$ cat src/rtl/mux_pkg.sv
// mux_pkg: shared mode constants and channel-index width helper for mux_arb_nx1.
package mux_pkg;
   localparam logic MODE_RR    = 1'b0;
   localparam logic MODE_FIXED = 1'b1;
   function automatic int ch_w(input int n);
      return (n < 2) ? 1 : $clog2(n);
   endfunction
endpackage

$ cat src/rtl/rr_arbiter.sv
// rr_arbiter: round-robin / fixed-priority arbiter with its own rotating pointer.
module rr_arbiter
   import mux_pkg::*;
#(
   parameter int N_CH = 4,
   parameter int CH_W = ch_w(N_CH)
) (
   input  logic            clk,
   input  logic            rst_n,
   input  logic [N_CH-1:0] req,
   input  logic            mode,
   input  logic            en,
   output logic [N_CH-1:0] gnt,
   output logic [CH_W-1:0] gnt_idx
);
   logic [CH_W-1:0] ptr_q, ptr_d;
   logic            found;
   int              idx;
   always_comb begin
      found   = 1'b0;
      gnt_idx = '0;
      idx     = 0;
      for (int i = 0; i < N_CH; i++) begin
         idx = (mode == MODE_FIXED) ? i : (int'(ptr_q) + i) % N_CH;
         if (!found && req[idx]) begin
            found   = 1'b1;
            gnt_idx = CH_W'(idx);
         end
      end
   end
   assign gnt   = (found && en) ? ({{(N_CH-1){1'b0}}, 1'b1} << gnt_idx) : '0;
   // Pointer advances in both modes so a return to round-robin stays fair.
   assign ptr_d = (found && en) ? ((gnt_idx == CH_W'(N_CH-1)) ? '0 : gnt_idx + 1'b1) : ptr_q;
   always_ff @(posedge clk or negedge rst_n)
      if (!rst_n) ptr_q <= '0;
      else        ptr_q <= ptr_d;
endmodule

$ cat src/rtl/mux_arb_nx1.sv
// mux_arb_nx1: N-channel arbitrated mux with a registered valid/ready output stage.
module mux_arb_nx1
   import mux_pkg::*;
#(
   parameter int N_CH  = 4,
   parameter int WIDTH = 8,
   parameter int CH_W  = ch_w(N_CH)
) (
   input  logic                  clk,
   input  logic                  rst_n,
   input  logic                  mode,
   input  logic [N_CH-1:0]       in_valid,
   input  logic [N_CH*WIDTH-1:0] in_data,
   output logic [N_CH-1:0]       in_ready,
   output logic                  out_valid,
   output logic [WIDTH-1:0]      out_data,
   output logic [CH_W-1:0]       out_ch,
   input  logic                  out_ready
);
   logic             load_en, xfer;
   logic [N_CH-1:0]  gnt;
   logic [CH_W-1:0]  gnt_idx;
   logic             out_valid_q, out_valid_d;
   logic [WIDTH-1:0] out_data_q, out_data_d;
   logic [CH_W-1:0]  out_ch_q, out_ch_d;
   assign load_en = !out_valid_q || out_ready;
   // Gating with rst_n keeps in_ready low for the whole reset interval.
   rr_arbiter #(.N_CH(N_CH), .CH_W(CH_W)) u_arb (
      .clk    (clk),
      .rst_n  (rst_n),
      .req    (in_valid),
      .mode   (mode),
      .en     (load_en && rst_n),
      .gnt    (gnt),
      .gnt_idx(gnt_idx)
   );
   assign in_ready = gnt;
   assign xfer     = |gnt;
   always_comb begin
      out_valid_d = xfer || (out_valid_q && !out_ready);
      out_data_d  = xfer ? in_data[gnt_idx*WIDTH +: WIDTH] : out_data_q;
      out_ch_d    = xfer ? gnt_idx : out_ch_q;
   end
   always_ff @(posedge clk or negedge rst_n)
      if (!rst_n) begin
         out_valid_q <= 1'b0;
         out_data_q  <= '0;
         out_ch_q    <= '0;
      end else begin
         out_valid_q <= out_valid_d;
         out_data_q  <= out_data_d;
         out_ch_q    <= out_ch_d;
      end
   assign out_valid = out_valid_q;
   assign out_data  = out_data_q;
   assign out_ch    = out_ch_q;
endmodule

$ cat config.mk
export PLATFORM = sky130hd
export DESIGN_NAME = mux_arb_nx1
export DESIGN_NICKNAME = d
export VERILOG_FILES = /design/src/rtl/mux_pkg.sv /design/src/rtl/rr_arbiter.sv /design/src/rtl/mux_arb_nx1.sv
export SDC_FILE = /design/constraint.sdc
export NUM_CORES = 1
export LEC_CHECK = 0
export CORE_ASPECT_RATIO = 2
export CORE_MARGIN = 2
export CORE_UTILIZATION = 41
export DETAILED_ROUTE_END_ITERATION = 7
export GPL_TIMING_DRIVEN = 0
export HOLD_SLACK_MARGIN = 0.05
export PLACE_DENSITY = 0.8
export SYNTH_ARGS = -nofsm -noshare
export SYNTH_HDL_FRONTEND = slang
export SYNTH_SLANG_ARGS = --single-unit
$ cat constraint.sdc
create_clock -name clk -period 3.3 [get_ports clk]
set_clock_uncertainty 0.2 [all_clocks]
set_input_delay 0.33 -clock clk [delete_from_list [all_inputs] [get_ports clk]]
set_output_delay 0.33 -clock clk [all_outputs]
set_load 0.005 [all_outputs]
==> summary.md <==
| Metric | Value |
|---|---|
| Slowest CP cell | `nor4_1` |
| Internal Pwr Total | `~0.0008 W` |
| CTS max path bufs | `2` |
| Ys Warns | `0` |
| Combinational Power Share | `about two thirds` |
| Synthesized cell area | `roughly 1200 um2` |
| Post-synth top flop | `dfrtp_1` |
| Slowest cell delay on critical path | `0.42 ns` |
| Synthesized Nets | `168` |
| CTS Sinks | `13` |
| Post-synthesis cell count | `127` |
| First-pass DRT Iterations | `7` |
| Crit path buffers/inverters | `5` |
| Top cell type's share of synthesized area | `27.8%` |
| Worst-Skew Late Latency | `about 0.24 ns` |
| Final slew viol count | `0` |
| Drt drc | `0` |
| RSZ-0062 raised after global routing | `yes` |
| Mux contribution to synthesized area | `between 15 and 20%` |
| Gr usage total | `22.0%` |
| DRT antenna net count | `0` |
| I/O Buffers | `between 50 and 60` |
| Initial Util | `42.8%` |
| Wire length on met3 | `between 200 and 250 um` |
| DR top layer | `met4` |
| Die Ht | `79.6 um` |
| Top cell by count, worst path | `buf_6` |
| Worst reg2reg path depth | `12` |
| Fmax | `309 MHz` |
| Status | `completed` |
| Vias | `roughly 1.2k` |
| Global-route wire length before repair | `slightly below 6000 um` |
| Worst-path fanout max | `10` |
| P&R area growth vs syn | `58.2%` |
| Number of cell rows | `27` |
| Final wirelength | `3480 um` |
| Worst reg2reg endpoint | `out_data[4]` |
| Slew @ Worst Pin | `0.610 ns` |
| Count leader, synth | `mux2i_1` |
| Antenna violations before repair | `0` |
| Worst hold start | `out_valid` |
| Pwr/cell area | `just under 700 nW/um2` |
| Placed cell count | `208` |
| M1 wire length | `1200 um` |
| Placed cell areas | `1730 um2` |
| Part of the cycle the worst path needs | `98.0%` |
| Post-Synth Adder-Cell Area | `around 1.1%` |
| CP delay by family, top | `buffers and inverters` |
| Layout Nets | `about 230` |
| Peak supply drop | `0.482 mV` |
| Layout cells sized above 1 | `16.2%` |
| GRT overflow | `0` |
| Yosys reg bits | `13` |
| Yosys cell types | `38` |
| Antenna Cells | `0` |
| Syn avg cell area | `roughly 9.2 um2` |
| Synth Area in Compound Gates | `18.4%` |
| CP Depth | `12` |
| CP Class | `register to output port` |
| Clk slew on worst S/H paths | `0.05 ns` |
| Worst Path Required | `2.77 ns` |
| Most common library cells after synthesis | `mux2i_1 (18), nand2b_1 (14), dfrtp_1 (13), inv_1 (10)` |
| Wirelength per Cell | `16.3 um` |
| Cell depth of the worst hold path | `2` |
| Non-Filler Instances | `approximately 210` |
| Startpoint types | `register` |
| Width of the die | `41.8 um` |
| Final Hold Vio Count | `0` |
| Min-Delay Path Class | `register to register` |
| Vias in the first global route | `between 1k and 1.5k` |
| Core area | `between 2000 and 3000 um2` |
| CP Cell Sequence | `buf_6, nor2b_4, nor4_1, a21boi_2, o211ai_2, mux2i_4, inv_2, buf_6, ha_1, clkbuf_8, and2_1, dlygate4sd2_1` |
| CP endpoint kind | `output port` |
| Io pins | `55` |
| CP Data Arrival Time | `2.70 ns` |
| Post-synthesis sequential area ratio | `27.8%` |
| Die area | `3330 um2` |
| WL met2 | `2010 um` |
| # setup viols final | `0` |
| Max-Cap Viols | `0` |
| Crit path time final | `about 3.2 ns` |
| Cell area after layout | `1850 um2` |
| Post-synthesis xor/xnor area fraction | `1.39%` |
| R2r startpoint | `u_arb.ptr_q[0]` |
| Simple-gate share of the synthesized area | `23.1%` |
| Post-synth EDFFs | `0` |
| Clock tree root buffer cell | `clkbuf_8` |
| Clock power frac | `between 10% and 20%` |
| R2r setup slk | `0.37 ns` |
| Top post-synthesis cells by area | `dfrtp_1 (28%), mux2i_1 (15%), nand2b_1 (7.5%), a222oi_1 (6.8%), inv_1 (3.2%)` |
| Seq pwr share | `22.0%` |
| Net Sw Frac | `38.3%` |
| Hold endpoint | `out_valid` |
| Net Sw Power | `0.000491 W` |
| Vias per inst | `5.60` |
| TritonCTS Buffers | `3` |
| TritonCTS clock tree | `built` |
| Dpl hpwl | `~2600 um` |
| Core occupancy in the finished layout | `about two thirds` |
| Slew margin rel. | `59.2%` |
| RePlAce Congestion | `0.849` |
| Synth area leader | `dfrtp_1` |
| DR iter-0 viols | `between 40 and 50` |
| Static leakage | `0.831 nW` |
| Combinational family with the most area after synthesis | `simple AND/OR/NAND/NOR gates` |
| H-tree levels | `1` |
| Async SR Flop Fraction | `100%` |
| Largest net degree at the start of global routing | `14` |
==> through the flow <==
step           total power, W  setup TNS (ns)  worst slack, ns  hold WS (ns)
4_1_cts               0.00126               0          0.00405         0.323
3_3_place_gp          0.00107           -2.78           -0.610         0.286
3_5_place_dp          0.00109           -3.27           -0.618         0.312
5_1_grt               0.00137         -0.0844          -0.0732         0.352
2_1_floorplan        0.000793               0            0.592        -0.166
6_report              0.00128               0           0.0668         0.324
==> metal layers <==
layer	global-route usage, %	vias up
met4	10.0	0
met1	20.7	559
met5	0	-
met2	43.4	57
met3	4.07	7
li1	-	576
==> cells by family after synthesis <==
group | Yosys count
muxes | 20
adders and majority gates | 1
and+or+nand+nor | 46
AOI/OAI and AO/OA | 25
DFF | 13
buffers and inverters | 21
xor gates and xnor gates | 1
==> worst max-delay path by stage <==
stage	end	from
2_1_floorplan	out_data[1]	u_arb.ptr_q[1]
5_1_grt	in_ready[3]	u_arb.ptr_q[0]
3_3_place_gp	in_ready[3]	mode
4_1_cts	in_ready[3]	in_valid[0]
6_report	in_ready[3]	u_arb.ptr_q[0]
3_5_place_dp	in_ready[3]	mode
==> layout by cell type, fill, tap and decap left out, types with 2 or more instances in the layout <==
cell type / count
a222oi_1: 8
nand2_1: 8
dlymetal6s2s_1: 2
mux2i_1: 18
clkbuf_1: 2
o21ai_0: 2
nand2b_1: 13
nor2_1: 3
nor2_2: 2
clkbuf_8: 4
inv_1: 10
buf_4: 3
nor4b_2: 2
nor4_1: 2
dfrtp_1: 13
and2_1: 4
clkdlybuf4s50_1: 47
a21oi_1: 5
dlygate4sd2_1: 3
buf_6: 3
nor2b_1: 3
==> area by class of cell <==
type                            instances  area, um2
Sequential cell                        13        325
Inverter                               11       41.3
Multi-Input combinational cell         93        772
Clock buffer                            4       45.0
Tap cell                               29       36.3
Fill cell                             235        883
Buffer                                  9       86.3
Timing Repair Buffer                   55        547
==> timing repair <==
| action | 4_1_cts | 5_1_grt |
|---|---|---|
| endpoints found under the setup margin | 4 | 4 |
| pin swaps | 1 | 1 |
| buffers inserted | 1 | 0 |
| hold buffers | 1 | 0 |
| hold endpoints to repair | 13 | 0 |
| gates resized for setup | 13 | 8 |
| cloned | 1 | 0 |
==> worst reg2reg max path, stage by stage, from the launching register on <==
cell and delay (ns):
dfrtp_1 0.41, buf_6 0.16, nor2b_4 0.15, nor4_1 0.42
a21boi_2 0.14, o211ai_2 0.11, mux2i_4 0.10, inv_2 0.08
buf_6 0.16, ha_1 0.19, nand2b_1 0.18, o21ai_4 0.12
a222oi_1 0.39
==> flip-flops by register name, summed over array words and instances, names as in the netlist <==
register and cells:
u_arb.ptr_q 2, out_data 8, out_valid 1, out_ch 2
==> power groups by stage <==
stage          Combinational (W)  Clock, W  Sequential (W)
2_1_floorplan           0.000513         0        0.000280
3_3_place_gp            0.000794         0        0.000276
3_5_place_dp            0.000806         0        0.000280
4_1_cts                 0.000838  0.000144        0.000282
5_1_grt                 0.000932  0.000150        0.000290
6_report                0.000858  0.000143        0.000282
Note: power is estimated with default switching activity, not from simulation.
